`src/rtl/ldst_control_sequencer.sv`:
```
// rtl/ldst_control_sequencer.sv - ld/ldi/st control sequencer with memory-ready handshake
module ldst_control_sequencer #(
    parameter int                  IR_W     = 32,
    parameter int                  OPCODE_W = 5,
    parameter logic [OPCODE_W-1:0] OP_LD    = 5'd0,
    parameter logic [OPCODE_W-1:0] OP_LDI   = 5'd1,
    parameter logic [OPCODE_W-1:0] OP_ST    = 5'd2,
    parameter int                  WAIT_MAX = 15,
    parameter int                  CNT_W    = 4
) (
    input  logic            clock,
    input  logic            clear,
    input  logic            run,
    input  logic [IR_W-1:0] ir,
    input  logic            mem_ready,
    output logic            PCout,
    output logic            IncPC,
    output logic            Zin,
    output logic            MARin,
    output logic            Zlowout,
    output logic            PCin,
    output logic            memRead,
    output logic            MDRin,
    output logic            MDRout,
    output logic            IRin,
    output logic            Grb,
    output logic            BAout,
    output logic            Yin,
    output logic            Cout,
    output logic            ADD,
    output logic            Gra,
    output logic            Rin,
    output logic            Rout,
    output logic            ramEnable,
    output logic [3:0]      step,
    output logic            instr_done,
    output logic            fault,
    output logic [1:0]      fault_code
);

    localparam logic [3:0] S_IDLE  = 4'd0;
    localparam logic [3:0] S_T0    = 4'd1;
    localparam logic [3:0] S_T1    = 4'd2;
    localparam logic [3:0] S_T2    = 4'd3;
    localparam logic [3:0] S_DEC   = 4'd4;
    localparam logic [3:0] S_T3    = 4'd5;
    localparam logic [3:0] S_T4    = 4'd6;
    localparam logic [3:0] S_T5    = 4'd7;
    localparam logic [3:0] S_T6    = 4'd8;
    localparam logic [3:0] S_T7    = 4'd9;
    localparam logic [3:0] S_FAULT = 4'd10;

    localparam logic [1:0] FC_NONE    = 2'd0;
    localparam logic [1:0] FC_ILLEGAL = 2'd1;
    localparam logic [1:0] FC_RD_TO   = 2'd2;
    localparam logic [1:0] FC_WR_TO   = 2'd3;

    localparam logic [CNT_W-1:0] WAIT_LIMIT = CNT_W'(WAIT_MAX);

    logic [3:0]          state_q, state_d;
    logic [CNT_W-1:0]    cnt_q, cnt_d;
    logic [OPCODE_W-1:0] op_q, op_d;
    logic                fault_q, fault_d;
    logic [1:0]          code_q, code_d;

    logic [OPCODE_W-1:0] op_in;
    logic                op_legal;
    logic                timed_out;
    logic [3:0]          end_state;
    logic                unused_ir_bits;

    assign op_in          = ir[IR_W-1 -: OPCODE_W];
    assign op_legal       = (op_in == OP_LD) || (op_in == OP_LDI) || (op_in == OP_ST);
    assign timed_out      = (cnt_q == WAIT_LIMIT);
    assign end_state      = run ? S_T0 : S_IDLE;
    assign unused_ir_bits = ^ir[IR_W-OPCODE_W-1:0];

    // State, wait counter, latched opcode and sticky fault registers
    always_ff @(posedge clock) begin
        if (clear) begin
            state_q <= S_IDLE;
            cnt_q   <= '0;
            op_q    <= '0;
            fault_q <= 1'b0;
            code_q  <= FC_NONE;
        end else begin
            state_q <= state_d;
            cnt_q   <= cnt_d;
            op_q    <= op_d;
            fault_q <= fault_d;
            code_q  <= code_d;
        end
    end

    // Next-state logic; the counter defaults to zero so every state entry clears it
    always_comb begin
        state_d = state_q;
        cnt_d   = '0;
        op_d    = op_q;
        fault_d = fault_q;
        code_d  = code_q;
        case (state_q)
            S_IDLE: if (run) state_d = S_T0;
            S_T0:   state_d = S_T1;
            S_T1: begin
                if (mem_ready) begin
                    state_d = S_T2;
                end else if (timed_out) begin
                    state_d = S_FAULT;
                    fault_d = 1'b1;
                    code_d  = FC_RD_TO;
                end else begin
                    cnt_d = cnt_q + 1'b1;
                end
            end
            S_T2:   state_d = S_DEC;
            S_DEC: begin
                op_d = op_in;
                if (op_legal) begin
                    state_d = S_T3;
                end else begin
                    state_d = S_FAULT;
                    fault_d = 1'b1;
                    code_d  = FC_ILLEGAL;
                end
            end
            S_T3:   state_d = S_T4;
            S_T4:   state_d = S_T5;
            S_T5:   state_d = (op_q == OP_LDI) ? end_state : S_T6;
            S_T6: begin
                if (op_q != OP_LD) begin
                    state_d = S_T7;
                end else if (mem_ready) begin
                    state_d = S_T7;
                end else if (timed_out) begin
                    state_d = S_FAULT;
                    fault_d = 1'b1;
                    code_d  = FC_RD_TO;
                end else begin
                    cnt_d = cnt_q + 1'b1;
                end
            end
            S_T7: begin
                if (op_q == OP_LD) begin
                    state_d = end_state;
                end else if (mem_ready) begin
                    state_d = end_state;
                end else if (timed_out) begin
                    state_d = S_FAULT;
                    fault_d = 1'b1;
                    code_d  = FC_WR_TO;
                end else begin
                    cnt_d = cnt_q + 1'b1;
                end
            end
            S_FAULT: state_d = S_FAULT;
            default: state_d = S_IDLE;
        endcase
    end

    // Strobe decode from the state register; st completion also needs mem_ready
    always_comb begin
        PCout      = 1'b0;
        IncPC      = 1'b0;
        Zin        = 1'b0;
        MARin      = 1'b0;
        Zlowout    = 1'b0;
        PCin       = 1'b0;
        memRead    = 1'b0;
        MDRin      = 1'b0;
        MDRout     = 1'b0;
        IRin       = 1'b0;
        Grb        = 1'b0;
        BAout      = 1'b0;
        Yin        = 1'b0;
        Cout       = 1'b0;
        ADD        = 1'b0;
        Gra        = 1'b0;
        Rin        = 1'b0;
        Rout       = 1'b0;
        ramEnable  = 1'b0;
        instr_done = 1'b0;
        step       = 4'd15;
        case (state_q)
            S_T0: begin
                step  = 4'd0;
                PCout = 1'b1;
                IncPC = 1'b1;
                Zin   = 1'b1;
                MARin = 1'b1;
            end
            S_T1: begin
                step    = 4'd1;
                Zlowout = 1'b1;
                PCin    = (cnt_q == '0);  // only the first fetch cycle loads PC
                memRead = 1'b1;
                MDRin   = 1'b1;
            end
            S_T2: begin
                step   = 4'd2;
                MDRout = 1'b1;
                IRin   = 1'b1;
            end
            S_DEC: step = 4'd2;
            S_T3: begin
                step  = 4'd3;
                Grb   = 1'b1;
                BAout = 1'b1;
                Yin   = 1'b1;
            end
            S_T4: begin
                step = 4'd4;
                Cout = 1'b1;
                ADD  = 1'b1;
                Zin  = 1'b1;
            end
            S_T5: begin
                step    = 4'd5;
                Zlowout = 1'b1;
                if (op_q == OP_LDI) begin
                    Gra        = 1'b1;
                    Rin        = 1'b1;
                    instr_done = 1'b1;
                end else begin
                    MARin = 1'b1;
                end
            end
            S_T6: begin
                step  = 4'd6;
                MDRin = 1'b1;
                if (op_q == OP_LD) begin
                    memRead = 1'b1;
                end else begin
                    Gra  = 1'b1;
                    Rout = 1'b1;
                end
            end
            S_T7: begin
                step   = 4'd7;
                MDRout = 1'b1;
                if (op_q == OP_LD) begin
                    Gra        = 1'b1;
                    Rin        = 1'b1;
                    instr_done = 1'b1;
                end else begin
                    ramEnable  = 1'b1;
                    instr_done = mem_ready;
                end
            end
            default: step = 4'd15;
        endcase
    end

    assign fault      = fault_q;
    assign fault_code = code_q;

endmodule

```
`config.mk`:
```
export PLATFORM = sky130hd
export DESIGN_NAME = ldst_control_sequencer
export DESIGN_NICKNAME = d
export VERILOG_FILES = /design/src/rtl/ldst_control_sequencer.sv
export SDC_FILE = /design/constraint.sdc
export NUM_CORES = 1
export LEC_CHECK = 0
export ABC_CLOCK_PERIOD_IN_PS = 1900
export CAP_MARGIN = 40
export CELL_PAD_IN_SITES_DETAIL_PLACEMENT = 0
export CELL_PAD_IN_SITES_GLOBAL_PLACEMENT = 2
export CORE_MARGIN = 4
export CORE_UTILIZATION = 21
export CTS_CLUSTER_SIZE = 14
export DETAILED_ROUTE_END_ITERATION = 8
export GPL_TIMING_DRIVEN = 0
export PLACE_DENSITY_LB_ADDON = 0.1
export SLEW_MARGIN = 20
export SYNTH_ARGS = -nofsm -noshare
export SYNTH_HDL_FRONTEND = slang
export SYNTH_SLANG_ARGS = --single-unit
```
`constraint.sdc`:
```
create_clock -name clock -period 1.9 [get_ports clock]
set_input_delay 0.38 -clock clock [delete_from_list [all_inputs] [get_ports clock]]
set_output_delay 0.38 -clock clock [all_outputs]
set_load 0.1 [all_outputs]
```
# After elaboration in Yosys (flattened, before gate mapping)
# Index checks and enable logic that the tools add are counted.
word_totals:
  ff_bits: 16
  in_bits: 36
  out_inout_bits: 27
  elab_cells: 93
op_classes:
  n_addsub: 1
  n_eq_ne: 20
  muxes: 52
  reduce_logical: 15
ops:
  columns: ["cell", "n"]
  rows:
  - ["2-to-1 mux 4 bit", 13]
  - ["case mux 4 bit (11 select lines)", 1]
  - ["case mux 4 bit (8 select lines)", 1]
  - ["2-to-1 mux 1 bit", 22]
  - ["== test 4 x 3 -> 1 bit (second input constant)", 4]
  - ["== test 4 bit (second input constant)", 4]
  - ["2-to-1 mux 2 bit", 7]
  - ["inequality test 2 bit (second input constant)", 6]
  - ["case mux 4 bit (3 select lines)", 1]
  - ["== test 5 x 1 -> 1 bit (second input constant)", 2]
  - ["zero test 5 bit", 2]
  - ["OR reduction 2 bit", 5]
  - ["== test 4 x 2 -> 1 bit (second input constant)", 2]
  - ["zero test 4 bit", 2]
  - ["case mux 1 bit (2 select lines)", 4]
  - ["case mux 2 bit (4 select lines)", 1]
  - ["AND reduction 6 bit", 1]
  - ["== test 5 x 2 -> 1 bit (second input constant)", 1]
  - ["nonzero test 5 bit", 1]
  - ["adder 4 x 1 -> 4 bit (second input constant)", 1]
  - ["== test 4 x 1 -> 1 bit (second input constant)", 1]
  - ["case mux 1 bit (4 select lines)", 1]
  - ["AND reduction 4 bit", 1]
  - ["nonzero test 4 bit", 1]
  - ["other kinds (2)", 3]

# Logic depth before layout (Yosys ltp)
depth:
  ltp_word: 5
  depth_mapped: 6
  mapped_depth_nobuf: 5

# Worst setup path after synthesis
# OpenSTA, ideal clock, no wires.
synth_timing:
  path_kind: "register to output"
  startpoint: "register state_q[3]"
  endpoint: "output PCin"
  t_arrival_ns: 3.627
  required_time_ns: 1.520
  slack_ns: -2.107
  path_stages_with_launch: 6
  n_path_buf: 2
  path_cell_list: "dfxtp_1 buf_2 clkbuf_1 nor2_1 nand2_1 nor4_1"
synth_between:
  elab_chain_cells: 2
synth_rtl:
  columns: ["item", "line_no", "source"]
  rows:
  - ["start: declaration", "60", "logic [3:0] state_q, state_d;"]
  - ["start signal: assignment", "87", "state_q <= state_d;"]
  - ["== test 4 x 2 -> 1 bit", "184", "case (state_q)"]
  - ["2-to-1 mux 1 bit", "184", null]
  - ["end: declaration", "21", "output logic PCin,"]
# No other way between the ends.

# Worst setup path in the final report
layout_timing:
  startpoint: "register op_q[2]"
  endpoint: "output Gra"
layout_between:
  elab_chain_cells: 3
  word_cells_on_any_way: 6
  classes_between: "1 x eq/ne; 4 x mux; 1 x reduce/logical"
layout_rtl:
  columns: ["item", "line_no", "source"]
  rows:
  - ["start: declaration", "62", "logic [OPCODE_W-1:0] op_q, op_d;"]
  - ["start signal: assignment", "89", "op_q <= op_d;"]
  - ["== test 5 x 1 -> 1 bit or zero test 5 bit (tied branches)", "220, 231, 241", null]
  - ["2-to-1 mux 1 bit (on tied branches)", "220, 231, 241", null]
  - ["case mux 1 bit (3 select lines) (*)", "184", null]
  - ["end: declaration", "31", "output logic Gra,"]
# Every way passes the cells marked *; elsewhere a longest branch is shown, timed or not.

==> flow_summary.rst <==
.. list-table::
   :header-rows: 1

   * - Metric
     - Value
   * - Status
     - finished with violations
   * - Failing checks
     - setup timing
   * - Via density
     - about 5.0
   * - Number of warning messages in the yosys log
     - 0
   * - Slew at the pin with the worst max-slew slack
     - 575 ps
   * - Cell count after synthesis
     - around 180
   * - Number of rows created at floorplan
     - 28
   * - Summed area of non-filler cells in the final layout
     - around 3000 µm²
   * - Share of power burned in combinational logic
     - 0.552
   * - CTS Root Cell
     - sky130_fd_sc_hd__clkbuf_8
   * - Clock power share
     - 0.209
   * - Final ANT Viol Nets
     - 0
   * - DP Wirelength
     - 3680 µm
   * - GR Overflow Total
     - 0
   * - Number of sinks on the clock net
     - 16
   * - Synthesized cell area
     - 1310 µm²
   * - Fraction of the core area covered by cells at the end of the flow
     - 0.494
   * - Final sum of negative setup slack
     - -2140 ps
   * - Placeable core region
     - 5990 µm²
   * - Critical path's largest stage delay
     - between 500 and 600 ps
   * - Antenna diode count
     - 0
   * - Most utilized layer in the global route result
     - met2
   * - Data required time at the worst endpoint
     - 1520 ps
   * - Clock tree from TritonCTS
     - built
   * - Tightest hold margin
     - 472 ps
   * - Met1 usage
     - 0.175
   * - Total Routing Usage GR
     - 0.142
   * - Class of the most critical setup path
     - reg -> out
   * - Initial cell density of the core
     - 0.218
   * - Switching power total
     - 603 µW
   * - Portion of synthesized cell area occupied by the leading cell type
     - 0.245
   * - Number of levels in the clock H-tree
     - 1
   * - Layout cells sized above 1
     - 0.591
   * - Clock Path Buffers
     - 2
   * - Largest area contributor in the synthesized netlist
     - sky130_fd_sc_hd__dfxtp_1
   * - Max-cap check violation count
     - 0
   * - Kind of end point of the critical path
     - primary output
   * - Hold buffer count at cts
     - 0
   * - Register-to-register setup slack
     - around 100 ps
   * - Clock edge transition at the registers on the reported setup and hold paths
     - 70 ps
   * - Final setup viols
     - 12
   * - Cell area reported after detailed placement
     - between 2000 and 2500 µm²
   * - Period utilization
     - 1.26
   * - Inserted Clock Buffers
     - 3
   * - Number of filler instances in the final layout
     - 553
   * - CP max stage cell
     - sky130_fd_sc_hd__or4_4
   * - Share of the yosys chip area belonging to registers
     - 0.245
   * - Floorplan die area
     - 7540 µm²
   * - Mean routed wirelength per cell
     - 15.9 µm
   * - Drt first pass iters
     - 4
   * - Fraction of power spent switching nets
     - 0.410
   * - Wire length of the first global-routing pass
     - 8480 µm
   * - Main flop type after synthesis
     - sky130_fd_sc_hd__dfxtp_1
   * - Unrepaired setup endpoints after global routing
     - true
   * - Placer congestion estimate
     - 0.847
   * - Worst slack after detailed placement
     - -722 ps
   * - Met3 usage in global routing
     - 0.0171
   * - Maximum fanout count along the critical path
     - 3
   * - Total number of nets in the final design
     - 303
   * - Via count of the first global-routing pass
     - roughly 1,700
   * - Vertical extent of the die
     - 86.8 µm
   * - Worst-case vdd ir drop
     - about 0.45 mV
   * - Leading cell types by total area after synthesis
     - sky130_fd_sc_hd__dfxtp_1, sky130_fd_sc_hd__a21oi_1, sky130_fd_sc_hd__nand2_1
   * - Share of flip-flops with an asynchronous set or reset
     - 0
   * - Chip width
     - 86.8 µm
   * - Post-route setup slack
     - -493 ps
   * - Leading cell type by number of instances after synthesis
     - sky130_fd_sc_hd__a21oi_1
   * - Net Count, Synth
     - 213
   * - Detailed router's first-iteration violation count
     - a little under 90
   * - Top achievable clock speed
     - 418 MHz
   * - Port bufs
     - 33
   * - Maximum number of pins on one net before global-route repair
     - 11
   * - Wirelength, routed
     - 5380 µm
   * - Leakage Power
     - 0.00108 µW
   * - Number of DRC violations after detailed routing
     - 0
   * - EDFF count, synth
     - 0
   * - Worst slew margin relative to its limit
     - 0.611
   * - Most instantiated cells after synthesis
     - sky130_fd_sc_hd__a21oi_1, sky130_fd_sc_hd__nand2_1, sky130_fd_sc_hd__dfxtp_1, sky130_fd_sc_hd__inv_1, sky130_fd_sc_hd__nor2_1
   * - Mean instance size in the synthesized netlist
     - roughly 7.5 µm²
   * - Syn-to-layout area delta
     - 127%
   * - Crit path launch type
     - register
   * - Number of vias in the routed layout
     - 1,680
   * - Boundary Pins
     - 63
   * - Sequential cell fraction of total power
     - 0.239
   * - Data arrival time of the critical path
     - 2010 ps
   * - Insertion delay to the later sink of the worst-skew pair
     - 250 ps
   * - Total power divided by cell area
     - 497 nW/µm²
   * - Antenna violations before repair
     - 0
   * - Series of cell instances along the critical path
     - or4_4 > nor3_4 > buf_6 > a22oi_2 > buf_4 > o21ai_4 > buf_12
   * - Number of endpoints with negative hold slack in the final report
     - 0
   * - Internal power summed over all cells
     - 867 µW
   * - Path class of the lowest-slack min-delay path
     - reg -> reg
   * - Number of distinct library cells after synthesis
     - 56
   * - Final count of pins violating max slew
     - 0
   * - Routing usage on met2
     - 0.252
   * - Number of flip-flops and latches in the synthesized netlist
     - 16
   * - Maximum clock skew at final layout
     - around 10 ps
   * - Minimum period implied by the final worst setup slack
     - around 2400 ps
[critical path: cells and delay by family (launching register included)]
family	cells	cell delay [ps]
flip-flops	1	320
AO/OA/AOI/OAI	2	230
buffers and inverters	3	460
AND/OR/NAND/NOR	2	740
[sequential cells by signal (all words and copies together), names as in the netlist]
register / flops
cnt_q: 4
fault: 1
fault_code: 2
op_q: 5
state_q: 4
[per-stage QoR]
stage               power (µW)  instances
floorplan                  809        175
global placement           932        283
detailed placement        1040        311
CTS                       1410        322
global route              1530        339
finish                    1470        339
[what timing repair did]
action                     4_1_cts  5_1_grt
setup endpoints to repair       24       22
setup buffers                   32       21
pin swaps                       15       15
resized for setup               65       24
[layout make-up]
type | instances | area, µm² | area share
multi-input cells | 126 | 1110 | 0.376
flip-flops and latches | 16 | 334 | 0.113
plain buffers | 15 | 196 | 0.0664
clock buffers | 4 | 55.1 | 0.0186
repair buffers | 91 | 1100 | 0.373
inverters | 12 | 61.3 | 0.0207
well taps | 75 | 93.8 | 0.0317
[worst paths after layout]
path	cells past startpoint	to	start
max	7	Gra	op_q[2]
min	2	fault_code[1]	fault_code[1]
max reg2reg	6	fault	op_q[2]
min reg2reg	2	fault_code[1]	fault_code[1]
[power groups by stage]
stage | logic [µW] | clock network [µW] | registers, µW
floorplan | 452 | 0 | 358
global placement | 578 | 0 | 354
detailed placement | 689 | 0 | 354
CTS | 746 | 321 | 345
global route | 841 | 337 | 352
finish | 811 | 307 | 352
[per-layer routing]
layer  vias to the layer above  part of all wire
met3                         6             0.034
met4                         0             0.015
met5                         -                 0
met2                        41              0.50
met1                       814              0.45
li1                        819                 -
[cells by family after synthesis]
kind of cell / share of synthesized area
flip-flops: 0.245
adder cells (fa/ha/maj): 0.0192
AO/OA/AOI/OAI: 0.309
AND/OR/NAND/NOR: 0.288
XOR/XNOR: 0.0201
buffers and inverters: 0.119
[cells in the final DEF, fill, tap and decap left out, types with 2 or more instances in the layout]
cell type                         netlist  routed
sky130_fd_sc_hd__buf_4                  4      38
sky130_fd_sc_hd__buf_12                 0      29
sky130_fd_sc_hd__a21oi_1               21      16
sky130_fd_sc_hd__buf_6                  1      14
sky130_fd_sc_hd__nand2_1               17      13
sky130_fd_sc_hd__buf_8                  0       9
sky130_fd_sc_hd__dfxtp_1               16       9
sky130_fd_sc_hd__clkdlybuf4s50_1        0       9
sky130_fd_sc_hd__inv_1                 12       8
sky130_fd_sc_hd__nor2_4                 0       7
sky130_fd_sc_hd__dfxtp_2                0       5
sky130_fd_sc_hd__o21ai_0                5       4
sky130_fd_sc_hd__a211oi_1               5       4
sky130_fd_sc_hd__clkbuf_8               0       4
sky130_fd_sc_hd__clkinvlp_4             0       3
sky130_fd_sc_hd__a21oi_2                0       3
sky130_fd_sc_hd__nor2_1                11       3
sky130_fd_sc_hd__nand4_1                3       3
sky130_fd_sc_hd__nor4b_4                0       2
sky130_fd_sc_hd__o21ai_4                0       2
sky130_fd_sc_hd__or2_4                  0       2
sky130_fd_sc_hd__nand2_4                0       2
sky130_fd_sc_hd__nand2b_4               0       2
sky130_fd_sc_hd__nor2_2                 1       2
sky130_fd_sc_hd__nor4_4                 0       2
sky130_fd_sc_hd__nor3_4                 1       2
sky130_fd_sc_hd__nand2b_1               5       2
sky130_fd_sc_hd__a21oi_4                0       2
sky130_fd_sc_hd__clkbuf_1               9       2
sky130_fd_sc_hd__o21ai_2                2       2
sky130_fd_sc_hd__nand3_1                3       2
sky130_fd_sc_hd__buf_2                  7       2
sky130_fd_sc_hd__o211ai_1               2       2
sky130_fd_sc_hd__nand4b_1               2       2
sky130_fd_sc_hd__nor3_1                 3       2
sky130_fd_sc_hd__o31ai_1                3       2
sky130_fd_sc_hd__xnor2_1                3       2
sky130_fd_sc_hd__ha_1                   2       2
sky130_fd_sc_hd__dfxtp_4                0       2
No activity file was read; power rests on OpenSTA's default activity.
